**config.mk**
```make
export PLATFORM = sky130hd
export DESIGN_NAME = jk_mod_counter
export DESIGN_NICKNAME = d
export VERILOG_FILES = /design/src/rtl/jk_cnt_pkg.sv /design/src/rtl/jk_cell.sv /design/src/rtl/jk_mod_counter.sv
export SDC_FILE = /design/constraint.sdc
export NUM_CORES = 1
export LEC_CHECK = 0
export ABC_AREA = 1
export CORE_MARGIN = 2
export CORE_UTILIZATION = 30
export CTS_BUF_LIST = sky130_fd_sc_hd__clkbuf_4 sky130_fd_sc_hd__clkbuf_8
export DETAILED_ROUTE_END_ITERATION = 10
export RECOVER_POWER = 100
export SETUP_SLACK_MARGIN = 0.3
export SYNTH_ARGS = -nofsm -noshare
export SYNTH_HDL_FRONTEND = slang
export SYNTH_SLANG_ARGS = --single-unit
```
**constraint.sdc**
```tcl
create_clock -name clk -period 2.08 [get_ports clk]
set_input_delay 0.416 -clock clk [delete_from_list [all_inputs] [get_ports clk]]
set_output_delay 0.416 -clock clk [all_outputs]
set_load 0.03 [all_outputs]
```
**src/rtl/jk_cnt_pkg.sv**
```systemverilog
// rtl/jk_cnt_pkg.sv - shared JK excitation codes and default width for the modulo counter
package jk_cnt_pkg;

    localparam int DEFAULT_WIDTH = 4;

    // Codes are {J, K}
    localparam logic [1:0] JK_HOLD = 2'b00;
    localparam logic [1:0] JK_RST  = 2'b01;
    localparam logic [1:0] JK_SET  = 2'b10;
    localparam logic [1:0] JK_TGL  = 2'b11;

endpackage

```
**src/rtl/jk_cell.sv**
```systemverilog
// rtl/jk_cell.sv - single JK flip-flop with asynchronous active-high reset
module jk_cell
    import jk_cnt_pkg::*;
(
    input  logic clk,
    input  logic reset,
    input  logic j,
    input  logic k,
    output logic q
);

    always_ff @(posedge clk or posedge reset) begin
        if (reset) begin
            q <= 1'b0;
        end else begin
            case ({j, k})
                JK_RST:  q <= 1'b0;
                JK_SET:  q <= 1'b1;
                JK_TGL:  q <= ~q;
                default: q <= q;
            endcase
        end
    end

endmodule

```
**src/rtl/jk_mod_counter.sv**
```systemverilog
// rtl/jk_mod_counter.sv - up/down modulo counter built from JK cells driven by computed excitation
module jk_mod_counter
    import jk_cnt_pkg::*;
#(
    parameter int WIDTH = DEFAULT_WIDTH
) (
    input  logic             clk,
    input  logic             reset,
    input  logic             en,
    input  logic             up,
    input  logic             load,
    input  logic [WIDTH-1:0] load_val,
    input  logic [WIDTH-1:0] mod_max,
    output logic [WIDTH-1:0] q,
    output logic [WIDTH-1:0] j_vec,
    output logic [WIDTH-1:0] k_vec,
    output logic             wrap
);

    localparam logic [WIDTH-1:0] ONE = {{(WIDTH-1){1'b0}}, 1'b1};

    logic [WIDTH-1:0] cell_q;
    logic [WIDTH-1:0] n_d;
    logic             wrap_d;
    logic             wrap_q;

    always_comb begin
        n_d    = cell_q;
        wrap_d = 1'b0;
        if (load) begin
            n_d = (load_val > mod_max) ? mod_max : load_val;
        end else if (en) begin
            if (up) begin
                if (cell_q >= mod_max) begin
                    n_d    = '0;
                    wrap_d = 1'b1;
                end else begin
                    n_d = cell_q + ONE;
                end
            end else begin
                // No clamp here: a count above a lowered mod_max walks down normally
                if (cell_q == '0) begin
                    n_d    = mod_max;
                    wrap_d = 1'b1;
                end else begin
                    n_d = cell_q - ONE;
                end
            end
        end
    end

    always_comb begin
        j_vec = '0;
        k_vec = '0;
        if (reset) begin
            j_vec = '0;
            k_vec = '0;
        end else if (load) begin
            j_vec = n_d;
            k_vec = ~n_d;
        end else begin
            j_vec = n_d ^ cell_q;
            k_vec = n_d ^ cell_q;
        end
    end

    for (genvar i = 0; i < WIDTH; i++) begin : g_cell
        jk_cell u_cell (
            .clk   (clk),
            .reset (reset),
            .j     (j_vec[i]),
            .k     (k_vec[i]),
            .q     (cell_q[i])
        );
    end

    always_ff @(posedge clk or posedge reset) begin
        if (reset) begin
            wrap_q <= 1'b0;
        end else begin
            wrap_q <= wrap_d;
        end
    end

    assign q    = cell_q;
    assign wrap = wrap_q;

endmodule

```
* Yosys cells after proc, flatten, opt, wreduce, memory -nomap -nowiden
Cells that the tools add are included.
** Storage, ports and cells
- Logic and storage cells :: 51
- Register bits after elaboration :: 5
- Output and inout bits :: 13
- Input port bits :: 13
** Operators by class
- $lt $le $gt $ge :: 2
- Reductions and logical operators :: 5
- Bitwise logic cells :: 6
- Mux-type cells :: 19
- $add $sub $neg :: 2
- Eq/ne operators :: 12
** Operator list (count)
- $mux 4 :: 10
- $eq 2x2->1 const B :: 8
- $pmux 1 s3 :: 4
- $reduce_bool 3->1 :: 4
- $eq 2x1->1 const B :: 4
- $mux 1 :: 5
- $add 4x1->4 const B :: 1
- $ge 4x4->1 :: 1
- $gt 4x4->1 :: 1
- $logic_not 4->1 :: 1
- $not 1->1 :: 4
- $not 4->4 :: 1
- $sub 4x1->4 const B :: 1
- $xor 4x4->4 :: 1

* Depth between registers and ports, before layout
- Depth in word-level cells :: 10
- Depth in mapped cells :: 17
- Mapped depth without buffers :: 16

* By module
A second synthesis with hierarchy kept.
** Unflattened totals
- Cells, all modules :: 163
- Area, all modules :: 940.9 µm²
** By module, submodules not included
- jk_mod_counter :: cells each 135, area each 750.7 µm², instances 1
- jk_cell :: cells each 7, area each 47.5 µm², instances 4

* Worst setup path after synthesis
OpenSTA, ideal clock, no wires.
- Path kind :: flip-flop to output port
- Start point :: register g_cell[0].u_cell.q
- End point :: output k_vec[2]
- Data required time :: 1.664 ns
- Arrival :: 1.793 ns
- Stages on the path, launching flop included :: 15
- Slack :: -0.129 ns
- Cells stage by stage :: dfrtp_1 > buf_6 > inv_2 > ha_1 > nand2_1 > a21oi_1 > nor2_1 > nor2_1 > nand3_1 > nand2_1 > nand3_1 > nand2_1 > nand2_1 > a21oi_1 > buf_4
** Between the ends
- Word-level cells in the longest chain between the ends :: 8
** Ends and longest elaborated chain
- start: declaration :: RTL line jk_cell.sv:9 : output logic q
- start signal: assignment :: RTL line jk_cell.sv:19 : JK_TGL: q <= ~q;
- start signal: assignment :: RTL line jk_cell.sv:20 : default: q <= q;
- $sub 4x1->4 (tied with other cells) :: RTL line jk_mod_counter.sv:46 : n_d = cell_q - ONE;
- $mux 4, on equally long branches :: RTL line jk_mod_counter.sv:42, jk_mod_counter.sv:34
- $mux 4 * :: RTL line jk_mod_counter.sv:33 : if (up) begin
- $mux 4 * :: RTL line jk_mod_counter.sv:32 : end else if (en) begin
- $mux 4 * :: RTL line jk_mod_counter.sv:30 : if (load) begin
- $xor 4x4->4 / $not 4->4 (equally long branches) :: RTL line jk_mod_counter.sv:63, jk_mod_counter.sv:60
- $mux 4 * :: RTL line jk_mod_counter.sv:58 : end else if (load) begin
- $mux 4 * :: RTL line jk_mod_counter.sv:55 : if (reset) begin
- end: declaration :: RTL line jk_mod_counter.sv:16 : output logic [WIDTH-1:0] k_vec,
Every way passes the cells marked *; elsewhere a longest branch is shown, timed or not.

* Worst setup path after layout
- Start point :: input mod_max[3]
- End point :: output k_vec[3]
** Between the ends
- Word-level cells in the longest chain between the ends :: 8
** Ends and longest elaborated chain
- start: declaration :: RTL line jk_mod_counter.sv:13 : input logic [WIDTH-1:0] mod_max,
- $ge 4x4->1 :: RTL line jk_mod_counter.sv:34 : if (cell_q >= mod_max) begin
- $mux 4 :: RTL line jk_mod_counter.sv:34
- $mux 4 :: RTL line jk_mod_counter.sv:33
- $mux 4 :: RTL line jk_mod_counter.sv:32
- $mux 4 * :: RTL line jk_mod_counter.sv:30
- $xor 4x4->4 / $not 4->4 (equally long branches) :: RTL line jk_mod_counter.sv:63, jk_mod_counter.sv:60
- $mux 4 * :: RTL line jk_mod_counter.sv:58
- $mux 4 * :: RTL line jk_mod_counter.sv:55
Marked as above.

==> reports/results.tsv <==
stage	metric	value	unit
sta	worst rel slew slack	65.84	%
pwr	switch share	49.09	%
detailed_routing	Vias/cell	4.843	
yosys	Yosys warning count	0	
sta	Final setup violation count	9	
global_routing	first-pass GRT wire length	5706	microns
sta	Period minus WS final	2.532	ns
yosys	Synth Net Count	199	
min_path	Hold Crit Endpoint	g_cell[2].u_cell.q$_DFFE_PP0P_	
detailed_routing	via count	1419	
worst_setup_path	CP Class	input pin to output pin	
place	dpl hpwl	2599	microns
place	Port-buffer cells	25	
pwr	Worst VDD drop	293.0	uV
final_layout	FF+latch area	127.6	sq um
worst_setup_path	Largest stage delay, worst path	0.29	ns
floorplanning	# rows	22	
detailed_routing	Routed WL	3735	microns
clocking	Reg clk slew, reported paths	0.03	ns
global_routing	largest net degree at the start of global routing	15	
worst_setup_path	setup slack, reg-to-reg	0	ns
final_layout	Final nets	269	
floorplanning	core box area	3606	sq um
global_routing	vias in the first global route	1281	
clocking	clock tree buffer depth	2	
pwr	Clk pwr share	10.0	%
worst_setup_path	Crit path top cell by count	buf_6	
worst_setup_path	R2R depth	16	
final_layout	most common cell after layout, fill and taps aside	buf_4	
min_path	type of the tightest min-delay check	flip-flop to flip-flop	
outcome	failing checks	negative setup slack	
floorplanning	Top Ports	26	
worst_setup_path	worst path cell trace	buf_6, buf_6, inv_12, ha_4, nand2_4, o21ai_4, buf_6, nand2_8, nand2_4, nand3_4, nand2_2, nand2_2, nand2_1, nand2_1, a21oi_2, buf_6	
worst_setup_path	reg2reg end	g_cell[1].u_cell.q$_DFFE_PP0P_	
worst_setup_path	Worst Path Max Fanout	4	
pwr	Sw Pwr	0.9193	mW
worst_setup_path	crit start category	input pin	
floorplanning	chip width	65.00	microns
place	Place WS	-0.8736	ns
detailed_routing	DRC	0	
yosys	Yosys reg bits	5	
sta	RSZ-0062 raised after global routing	yes	
sta	Slew Viols, Final	0	
pwr	leakage power total	1.055	nW
yosys	Synth Area in Simple Gates	43.16	%
detailed_routing	starting DRC count in detailed routing	34	
global_routing	Total GRT Usage	16.92	%
place	DP Area	1712	sq um
run	Max Cap Viol	0	
floorplanning	Die ar.	4224	sq um
yosys	Synth Area in XOR/XNOR	0.7848	%
yosys	adder-cell share of the synthesized area	11.21	%
worst_setup_path	crit end category	output pin	
clocking	CTS Sinks	5	
pwr	Gate power share	80.5	%
sta	Fmax achieved	395.0	MHz
yosys	post-synthesis mux area share	0	%
final_layout	Layout area overhead	97.53	%
min_path	hold path start	g_cell[2].u_cell.q$_DFFE_PP0P_	
yosys	cells after synthesis	176	
yosys	largest family of logic cells by synthesized area	simple AND/OR/NAND/NOR gates	
yosys	Yosys cell types	24	
floorplanning	die extent in y	65.00	microns
global_routing	Overflow after GRT	0	
clocking	CTS root buf	clkbuf_8	
global_routing	initial antenna violation count	0	
detailed_routing	Antenna Nets Post-Route	0	
sta	Worst-Margin Slew	0.5107	ns
sta	Hold Vio Cnt, Final	0	
sta	setup ws final	-0.4517	ns
sta	skew final	0.0009514	ns
final_layout	post-route cell area	2205	sq um
clocking	CTS tree	yes	
final_layout	# fillers	323	
pwr	Int Pwr	0.9533	mW
worst_setup_path	crit path max-delay cell type	ha_4	
clocking	H-tree Lvls	1	
place	GP Congestion	0.8203	
final_layout	Multi-input gate area	1132	sq um
floorplanning	Initial Utilization	30.95	%
yosys	compound-gate portion of the synthesized area	11.88	%
detailed_routing	DRT Pass-1 Iters	4	
final_layout	most frequent cells in the layout	45 x buf_4, 32 x nand2_1, 20 x buf_6, 15 x nand3_2, 13 x nand2_2	
yosys	Seq/Total Area, Yosys	11.21	%
pwr	Power per Cell Area	849.4	nW/um^2
clocking	worst skew pair latency	0.22	ns
sta	Final Cycle Share	121.7	%
yosys	mapped cell area	1116	sq um
clocking	TritonCTS buffer count	3	
outcome	status	finished, violations left	
yosys	Syn Area/Cell	6.341	sq um
final_layout	layout cell share with drive strength beyond 1	62.86	%
pwr	Sequential Power Share	9.5	%
min_path	hold depth	3	
worst_setup_path	CP arrival	2.12	ns
final_layout	ANT cells	0	
worst_setup_path	Critical R2R Launch	g_cell[0].u_cell.q$_DFFE_PP0P_	
worst_setup_path	Crit path required time	1.66	ns
detailed_routing	Wirelength per Cell	12.75	microns
power by group through the flow:
stage          Sequential, mW  Combinational (mW)  Clock (mW)
2_1_floorplan           0.174               0.878           0
3_3_place_gp            0.178                1.20           0
3_5_place_dp            0.179                1.22           0
4_1_cts                 0.181                1.32       0.192
5_1_grt                 0.183                1.64       0.194
6_report                0.178                1.51       0.188
critical path, delay by kind of cell:
family / cells / cell delay [ns]
fa+ha+maj: 1 / 0.29
simple gates: 8 / 0.56
compound gates: 2 / 0.31
buf+inv: 5 / 0.52
worst max path at each step:
stage                                         from  endpoint  depth (start not counted)
finish                                  mod_max[3]  k_vec[3]                         16
global route                           load_val[0]  k_vec[3]                         16
CTS                                     mod_max[3]  k_vec[3]                         15
detailed placement                      mod_max[3]  k_vec[3]                         13
global placement                        mod_max[3]  k_vec[3]                         13
floorplan           g_cell[1].u_cell.q$_DFFE_PP0P_  k_vec[2]                         13
metal layers:
layer	share of wire [%]	track usage (%)
met3	1.9	1.042
met1	43	21.94
met2	53	30.67
met5	0	0
met4	1.2	3.457
area by class of cell:
cell class | count | area share, %
inverter | 22 | 5.562
timing repair buffer | 82 | 32.35
clock buffer | 4 | 2.213
multi-input combinational | 132 | 51.36
tap | 48 | 2.724
sequential | 5 | 5.789
state kept, by name (all words and copies together) (netlist names):
signal / cells
g_cell.u_cell.q: 4
wrap: 1
stage by stage:
step	cells	utilization [%]	total power, mW	hold slack [ns]	setup TNS (ns)
finish	293	61.14	1.873	0.7430	-3.188
CTS	286	54.27	1.694	0.7222	-2.870
global placement	270	47.47	1.382	0.7447	-7.842
floorplan	176	-	1.052	0.3483	-0.1827
detailed placement	270	47.47	1.396	0.7526	-8.366
global route	293	61.14	2.014	0.7922	-4.132
repair_timing:
action,in CTS,in global routing
hold buffers,0,0
endpoints found under the setup margin,16,12
pin swaps,22,15
resized for setup,55,51
buffers inserted,12,7
Yosys cell counts:
cell	instances	area share, %
nand2_1	48	16
nand3_1	28	13
inv_1	17	5.7
a21oi_1	16	7.2
buf_4	13	8.7
ha_1	10	11
nand3_2	6	5.4
dfrtp_1	5	11
nand2_2	5	2.8
a31oi_1	4	2.2
buf_6	4	4.0
nand4_1	4	2.2
nor2_1	3	1.0
inv_2	2	0.67
o21ai_2	2	1.6
clkinv_4	1	0.78
inv_6	1	0.78
inv_8	1	1.0
nand3_4	1	1.6
nor2_4	1	1.0
nor3_1	1	0.45
o21ai_0	1	0.45
o21ai_1	1	0.45
xor2_1	1	0.78
logic make-up (layout without fill, tap and decap cells):
kind of cell | Yosys count | in the layout
AND/OR/NAND/NOR | 97 | 97
buffers and inverters | 39 | 108
XOR/XNOR | 1 | 1
AO/OA/AOI/OAI | 24 | 24
adder cells (fa/ha/maj) | 10 | 10
flip-flops | 5 | 5
Note: power is estimated with default switching activity, not from simulation.
